### src/rtl/dds_phase_wave_gen_if.sv
// Test-tone sample bundle between the frequency/wave selector side and dds_phase_wave_gen.
// i_amplitude exists only when DDS_AMP_SCALE_EN is defined.
interface dds_phase_wave_gen_if #(
  parameter int PHASE_W  = 10,
  parameter int SAMPLE_W = 16
);
  logic                i_enable;
  logic                i_sample_tick;
  logic [PHASE_W-1:0]  i_phase_step;
`ifdef DDS_AMP_SCALE_EN
  logic [7:0]          i_amplitude;
`endif
  logic [SAMPLE_W-1:0] o_sample;
  logic                o_sample_valid;
  logic                o_period_start;
  logic [PHASE_W-1:0]  o_phase;

  modport master (
`ifdef DDS_AMP_SCALE_EN
    output i_amplitude,
`endif
    output i_enable, i_sample_tick, i_phase_step,
    input  o_sample, o_sample_valid, o_period_start, o_phase
  );

  modport slave (
`ifdef DDS_AMP_SCALE_EN
    input  i_amplitude,
`endif
    input  i_enable, i_sample_tick, i_phase_step,
    output o_sample, o_sample_valid, o_period_start, o_phase
  );
endinterface

### src/rtl/dds_phase_wave_gen.sv
// DDS tone source: phase accumulator + quarter-wave sine ROM; DDS_AMP_SCALE_EN adds an amplitude stage.
// Tick on edge E gives a valid sample after edge E+2 (E+3 with scaling); no backpressure, a tick may come every cycle.
module dds_phase_wave_gen #(
  parameter int PHASE_W   = 10,
  parameter int SAMPLE_W  = 16,
  parameter int ROM_DEPTH = 256
) (
  input logic                 i_clk,
  input logic                 i_rst,
  dds_phase_wave_gen_if.slave bus
);
  localparam int ADDR_W = PHASE_W - 2;
  // pi * 2^50, bit-exact with the double-precision constant
  localparam longint PI_Q50 = 64'sh000C_90FD_AA22_168C;

  // round(32767 * sin(2*pi*(k+0.5)/1024)) via a Q30 Taylor series at elaboration time
  function automatic logic [SAMPLE_W-1:0] rom_val(input int k);
    longint x, x2, term, acc;
    x    = (PI_Q50 * longint'(2 * k + 1)) >>> 30;
    x2   = (x * x) >>> 30;
    term = x;
    acc  = x;
    for (int n = 1; n < 12; n++) begin
      term = ((term * x2) >>> 30) / longint'((2 * n) * (2 * n + 1));
      if (n % 2 == 1) acc = acc - term;
      else            acc = acc + term;
    end
    rom_val = SAMPLE_W'((acc * 32767 + (longint'(1) <<< 29)) >>> 30);
  endfunction

  logic [SAMPLE_W-1:0] rom_tbl [ROM_DEPTH];
  for (genvar k = 0; k < ROM_DEPTH; k++) begin : g_rom
    localparam logic [SAMPLE_W-1:0] VAL = rom_val(k);
    assign rom_tbl[k] = VAL;
  end

  logic [PHASE_W-1:0]  phase_acc_q, phase_acc_d, step_q, step_d, p0_q;
  logic                pend_q, pend_d, s0_q, v0_q;
  logic [PHASE_W:0]    sum;
  logic                fire;
  logic [ADDR_W-1:0]   rom_addr;
  logic [SAMPLE_W-1:0] rom_q, sample2_q;
  logic                sign1_q, s1_q, v1_q, valid2_q, pstart2_q;

  assign fire     = bus.i_enable & bus.i_sample_tick;
  assign sum      = {1'b0, phase_acc_q} + {1'b0, step_q};
  assign rom_addr = p0_q[ADDR_W] ? ~p0_q[ADDR_W-1:0] : p0_q[ADDR_W-1:0];

  // The step is only swapped at a period boundary so a period is never distorted mid-cycle.
  always_comb begin
    phase_acc_d = phase_acc_q;
    step_d      = step_q;
    pend_d      = pend_q;
    if (!bus.i_enable) begin
      phase_acc_d = '0;
      pend_d      = 1'b1;
      step_d      = bus.i_phase_step;
    end else if (bus.i_sample_tick) begin
      phase_acc_d = sum[PHASE_W-1:0];
      pend_d      = sum[PHASE_W];
      if (sum[PHASE_W] || (step_q == '0)) step_d = bus.i_phase_step;
    end
  end

  always_ff @(posedge i_clk) begin
    if (i_rst) begin
      phase_acc_q <= '0;
      step_q      <= PHASE_W'(1);
      pend_q      <= 1'b1;
      p0_q        <= '0;
      s0_q        <= 1'b0;
      v0_q        <= 1'b0;
      rom_q       <= '0;
      sign1_q     <= 1'b0;
      s1_q        <= 1'b0;
      v1_q        <= 1'b0;
      sample2_q   <= '0;
      valid2_q    <= 1'b0;
      pstart2_q   <= 1'b0;
    end else begin
      phase_acc_q <= phase_acc_d;
      step_q      <= step_d;
      pend_q      <= pend_d;
      v0_q        <= fire;
      if (fire) begin
        p0_q <= phase_acc_q;
        s0_q <= pend_q;
      end
      rom_q     <= rom_tbl[rom_addr];
      sign1_q   <= p0_q[PHASE_W-1];
      s1_q      <= s0_q;
      v1_q      <= v0_q;
      valid2_q  <= v1_q;
      pstart2_q <= s1_q & v1_q;
      if (v1_q) sample2_q <= sign1_q ? -rom_q : rom_q;
    end
  end

`ifdef DDS_AMP_SCALE_EN
  logic [7:0]              amp2_q;
  logic [SAMPLE_W-1:0]     sample3_q;
  logic                    valid3_q, pstart3_q;
  logic signed [SAMPLE_W+8:0] prod;

  // Arithmetic shift of the signed product floors toward negative infinity.
  assign prod = $signed(sample2_q) * $signed({1'b0, amp2_q});

  always_ff @(posedge i_clk) begin
    if (i_rst) begin
      amp2_q    <= '0;
      sample3_q <= '0;
      valid3_q  <= 1'b0;
      pstart3_q <= 1'b0;
    end else begin
      if (v1_q) amp2_q <= bus.i_amplitude;
      if (valid2_q) sample3_q <= prod[SAMPLE_W+7:8];
      valid3_q  <= valid2_q;
      pstart3_q <= pstart2_q;
    end
  end

  assign bus.o_sample       = sample3_q;
  assign bus.o_sample_valid = valid3_q;
  assign bus.o_period_start = pstart3_q;
`else
  assign bus.o_sample       = sample2_q;
  assign bus.o_sample_valid = valid2_q;
  assign bus.o_period_start = pstart2_q;
`endif
  assign bus.o_phase = phase_acc_q;

endmodule

### src/flat_wrapper.sv
// flat-port wrapper written by rule: the top's interface ports become plain ports
module dds_phase_wave_gen_flat 
#(
  parameter int PHASE_W   = 10,
  parameter int SAMPLE_W  = 16,
  parameter int ROM_DEPTH = 256
)
  (i_clk, i_rst, bus_i_enable, bus_i_sample_tick, bus_i_phase_step, bus_o_sample, bus_o_sample_valid, bus_o_period_start, bus_o_phase);
  dds_phase_wave_gen_if #(.PHASE_W(PHASE_W), .SAMPLE_W(SAMPLE_W)) bus_i ();
  input logic i_clk;
  input logic i_rst;
  input wire logic [$bits(bus_i.i_enable)-1:0] bus_i_enable;
  input wire logic [$bits(bus_i.i_sample_tick)-1:0] bus_i_sample_tick;
  input wire logic [$bits(bus_i.i_phase_step)-1:0] bus_i_phase_step;
  output wire logic [$bits(bus_i.o_sample)-1:0] bus_o_sample;
  output wire logic [$bits(bus_i.o_sample_valid)-1:0] bus_o_sample_valid;
  output wire logic [$bits(bus_i.o_period_start)-1:0] bus_o_period_start;
  output wire logic [$bits(bus_i.o_phase)-1:0] bus_o_phase;
  assign bus_i.i_enable = bus_i_enable;
  assign bus_i.i_sample_tick = bus_i_sample_tick;
  assign bus_i.i_phase_step = bus_i_phase_step;
  assign bus_o_sample = bus_i.o_sample;
  assign bus_o_sample_valid = bus_i.o_sample_valid;
  assign bus_o_period_start = bus_i.o_period_start;
  assign bus_o_phase = bus_i.o_phase;
  dds_phase_wave_gen #(.PHASE_W(PHASE_W), .SAMPLE_W(SAMPLE_W), .ROM_DEPTH(ROM_DEPTH)) u_core (.i_clk(i_clk), .i_rst(i_rst), .bus(bus_i));
endmodule
### config.mk
export PLATFORM = sky130hd
export DESIGN_NAME = dds_phase_wave_gen_flat
export DESIGN_NICKNAME = d
export VERILOG_FILES = /design/src/rtl/dds_phase_wave_gen_if.sv /design/src/rtl/dds_phase_wave_gen.sv /design/src/flat_wrapper.sv
export SDC_FILE = /design/constraint.sdc
export NUM_CORES = 1
export LEC_CHECK = 0
export ABC_AREA = 1
export CAP_MARGIN = 40
export CORE_MARGIN = 8
export CORE_UTILIZATION = 35
export DETAILED_ROUTE_END_ITERATION = 16
export DONT_BUFFER_PORTS = 1
export PLACE_DENSITY = 0.5
export SLEW_MARGIN = 10
export SYNTH_ARGS = -nofsm -noshare
export SYNTH_HDL_FRONTEND = slang
export SYNTH_SLANG_ARGS = --single-unit
### constraint.sdc
create_clock -name i_clk -period 3.95 [get_ports i_clk]
set_input_delay 0.79 -clock i_clk [delete_from_list [all_inputs] [get_ports i_clk]]
set_output_delay 0.79 -clock i_clk [all_outputs]
set_load 0.02 [all_outputs]
* Yosys cells after proc, flatten, opt, wreduce, memory -nomap -nowiden
Memories as Yosys holds them, arrays and structs flattened. A register that Yosys moved wholly into a read port is not among the register bits. Cells that the tools add are included.
Storage, ports and cells: logic and storage cells 31, input port bits 14, flip-flop bits (word level) 54, bits in read-only memories 4096, output and inout port bits 28, memories 1
Memory list:
- (no name shown) | depth 256, width 16, read ports 1, clocked after memory_dff 1, write ports 0, RTL line dds_phase_wave_gen.sv:89 | rom_q <= rom_tbl[rom_addr];
Operators by class: eq/ne operators 2, bitwise gates (word level) 5, multiplexer cells 5, $add $sub $neg 2, reductions and logical operators 4
Operators by type and width (count):
- two-way mux 10 bit | 3
- two-way mux 16 bit | 1
- negation 16 bit | 1
- adder 10 x 10 -> 11 bit | 1
- zero test 10 bit | 1
- NOT 8 -> 9 bit | 1
- two-way mux 8 bit | 1
- NOT 8 bit | 1
- != test 2 x 1 -> 1 bit (second input constant) | 2
- AND 1 bit | 2
- AND reduction 2 bit | 1
- OR reduction 2 bit | 1
- logical OR 1 bit | 1
- NOT 1 bit | 1

* Logic depth before layout (Yosys ltp)
word-level depth 5, depth in mapped cells 17, gate-level depth less buffers 16

* Least setup slack after synthesis
Ideal clock, no wire load.
path kind register to register, from register u_core.p0_q[0], to register u_core.rom_q[8], path buffers 2, period minus slack after synthesis 2271 ps, data arrival time 2201 ps, library setup time 71 ps, path slack 1679 ps, stages on the path, launching flop included 17, path through dfxtp_1 clkbuf_1 inv_1 nand2_1 nand2_1 ha_1 inv_1 nand3_1 clkbuf_1 nand3_1 a21oi_1 nand2_1 nand2_1 nand2_1 nand2_1 inv_1 a21oi_1
Between the ends: longest elaborated chain between the ends 3
Ends and longest elaborated chain:
- from (decl) | RTL line dds_phase_wave_gen.sv:37 | logic [PHASE_W-1:0] phase_acc_q, phase_acc_d, step_q, step_d, p0_q;
- from (signal assigned) | RTL line dds_phase_wave_gen.sv:86 | p0_q <= phase_acc_q;
- NOT 8 bit | RTL line dds_phase_wave_gen.sv:47 | assign rom_addr = p0_q[ADDR_W] ? ~p0_q[ADDR_W-1:0] : p0_q[ADDR_W-1:0];
- two-way mux 8 bit (*) | RTL line dds_phase_wave_gen.sv:47
- NOT 8 -> 9 bit (not written as such) (*) | RTL line dds_phase_wave_gen.sv:89
- to (decl) | RTL line dds_phase_wave_gen.sv:42 | logic [SAMPLE_W-1:0] rom_q, sample2_q;
Every way passes the cells marked *; elsewhere a longest branch is shown, timed or not. A chain may end at the register's enable or synchronous reset.

* Worst setup path after layout
from register u_core.p0_q[8], to register u_core.rom_q[6]
Between the ends: longest elaborated chain between the ends 2
Ends and longest elaborated chain (RTL line):
- two-way mux 8 bit | dds_phase_wave_gen.sv:47
- NOT 8 -> 9 bit (not written as such) | dds_phase_wave_gen.sv:89
Every way passes these cells.

==> qor.csv <==
stage;metric;value;unit
clock_tree;clock_sinks;69;
die;die_h;157;um
synth;async_reset_ff_frac;0;
placement;portBuffers;0;
placement;dp_hpwl;22900;um
placement;place_area;7340;um2
critical_path;ff2ff_path_depth;13;
timing;setup_viol_count_final;0;
critical_path;endpoint_kind;flop;
detailed_routing;wl_met3;4150;um
finish;final_area;7630;um2
synth;ys_ff_latch;69;
critical_path;cpMostUsedCell;nand2_1;
timing;drv_slew;0;
die;ioPinCount;42;
clock_tree;htreeDepth;3;
detailed_routing;drc;0;
clock_tree;clock-root-buffer;clkbuf_16;
worst_hold_path;hold-path-cell-count;2;
detailed_routing;vias;8876;
timing;fmax;300;MHz
finish;areaGrowthSynthToFinish;9.48;%
critical_path;start_kind;flop;
timing;finalSetupTns;0;ns
die;start_util;0.357;
critical_path;crit_family;simple AND/OR/NAND/NOR gates;
global_routing;track_usage;0.256;
synth;synth_edf_count;0;
clock_tree;clockBufferDepth;2;
clock_tree;path_clk_slew;0.06;ns
pwr;p_leak;3.74;nW
pwr;power_density;414;nW/um2
global_routing;grt_pass1_vias;8358;
detailed_routing;via_per_inst;5.88;
timing;slew-limit-headroom;0.472;
synth;synthesis.nets;1304;
global_routing;grt_overflow_total;0;
detailed_routing;wl_per_cell;21.0;um
die;core_region_area;19500;um2
detailed_routing;ant_nets;0;
synth;synthCells;1262;
die;placementRows;51;
clock_tree;cts_resized;0;
finish;antenna_cells;0;
critical_path;crit_path_top_delay_cell;nand3_1;
flow_run;maxCapViolCount;0;
detailed_routing;first_pass_iters;7;
die;die_area;24700;um2
synth;synthesis.area;6970;um2
critical_path;path_depth;13;
critical_path;path_max_fanout;15;
critical_path;path_buf_inv;2;
detailed_routing;drt-total-wl;31700;um
clock_tree;cts_setup_buffers;0;
timing;rsz0062_at_grt;false;
timing;skew;0.00365;ns
synth;synth_area_leaders;nand2_1 (22%), dfxtp_1 (20%), nand3_1 (18%), a21oi_1 (7.2%), nor2_1 (5.5%);
finish;drive_above_1_share;0.0595;
timing;post-route-period-util;0.843;
global_routing;antenna_found_initial;0;
worst_hold_path;hold_path.class;reg -> reg;
status;status;finished clean;
clock_tree;cts_tree;yes;
synth;ys.flop_type;dfxtp_1;
detailed_routing;wl_met1;12600;um
synth;synth_area_per_cell;5.52;um2
timing;tightest_slew;0.789;ns
pwr;finalPower;3.16;mW
synth;yosysMostFrequentCell;nand2_1;
timing;period_needed;3.33;ns
clock_tree;cts_buffers;9;
placement;routabilityCongestion;1.03;
clock_tree;hold_buffers;0;
synth;yosys.area.top_type;nand2_1;
synth;ys.warnings.count;0;
synth;synth-seq-area-share;0.198;
finish;nets;1282;
synth;synth_commonest_cells;nand2_1 (411), nand3_1 (247), nor2_1 (102);
pwr;vdd_drop_max;0.000218;V
synth;yosys.area.top_type_share;0.221;
critical_path;criticalPathCategory;reg -> reg;
timing;final.setup.worst_slack;0.619;ns
die;dieWidth;157;um
finish;n_fill_cell;2261;
detailed_routing;met2RoutedLength;12800;um
detailed_routing;top_layer_used;met4;
critical_path;slowest_delay;0.56;ns
global_routing;grt_pass1_wl;48600;um
critical_path;cp.arrival;3.55;ns
synth;ys_types;38;
timing;holdWs;0.396;ns
critical_path;worstPathCellList;inv_2 > nand2_1 > nand2_1 > ha_1 > nand3_1 > nand3_1 > a21oi_1 > nand2_1 > nand2_1 > nand2_1 > nand2_1 > inv_1 > a21oi_1;
placement;dp_slack;0.802;ns
global_routing;grt_max_degree;85;
critical_path;required;4.17;ns
clock_tree;clk_latency;0.33;ns
timing;hold_viol_final;0;
detailed_routing;initialDrtViolationCount;1225;
-- worst paths after layout --
check	from	endpoint	slack (ns)
setup / recovery	u_core.p0_q[8]	u_core.rom_q[6]	0.62
hold / removal	u_core.v0_q	u_core.v1_q	0.40
setup reg to reg	u_core.p0_q[8]	u_core.rom_q[6]	0.62
hold reg to reg	u_core.v0_q	u_core.v1_q	0.40
-- area by class of cell --
class | count | area (um2) | area share
Clock buffer | 11 | 243 | 0.0318
Clock inverter | 4 | 48.8 | 0.00640
Inverter | 90 | 338 | 0.0443
Multi-Input combinational cell | 1030 | 4940 | 0.648
Sequential cell | 69 | 1380 | 0.181
Tap cell | 265 | 332 | 0.0435
Timing Repair Buffer | 40 | 345 | 0.0453
-- per-layer routing --
metal	track usage	up-vias
met5	0	-
met4	0.157	0
met3	0.0798	154
met2	0.363	617
met1	0.333	3988
li1	-	4117
-- where the power goes --
group,internal (mW),total [mW],leakage (nW),switching (mW)
Clock,0.501,0.806,0.145,0.305
Combinational,0.451,1.53,3.03,1.08
Sequential,0.753,0.825,0.566,0.0721
-- cells in the final DEF (no fill, tap or decap), drive strengths merged, types with 11 or more instances in the layout --
master | netlist | routed
a21oi | 100 | 100
nand2 | 420 | 420
buf | 47 | 40
xor2 | 12 | 12
nand3 | 247 | 247
o21ai | 73 | 73
dfxtp | 69 | 69
ha | 27 | 27
nor2 | 104 | 104
inv | 87 | 87
clkbuf | 26 | 11
-- cell families (layout without fill, tap and decap cells) --
group,Yosys count,after routing,share of synthesized area
XOR/XNOR,21,21,0.0286
flip-flops,69,69,0.198
buffers and inverters,163,145,0.0973
AND/OR/NAND/NOR,787,787,0.477
AO/OA/AOI/OAI,194,194,0.147
adder cells (fa/ha/maj),28,28,0.0514
-- registers in the layout, indices dropped and copies added, names as in the netlist, 10 cells and up --
name                 cells
u_core.bus.o_sample     16
u_core.rom_q            15
u_core.bus.o_phase      10
u_core.p0_q             10
u_core.step_q           10
-- worst register-to-register path: stages, from the launching register on --
cell and delay [ns]:
dfxtp_1 0.53, inv_2 0.15, nand2_1 0.10, nand2_1 0.26, ha_1 0.44, nand3_1 0.56
nand3_1 0.29, a21oi_1 0.19, nand2_1 0.06, nand2_1 0.10, nand2_1 0.06, nand2_1 0.15
inv_1 0.06, a21oi_1 0.27
-- through the flow --
step	std cells	utilization
2_1_floorplan	1262	-
5_1_grt	1509	0.391
6_report	1509	0.391
4_1_cts	1509	0.391
3_5_place_dp	1494	0.376
3_3_place_gp	1493	0.375
(Power assumes the default switching activity.)
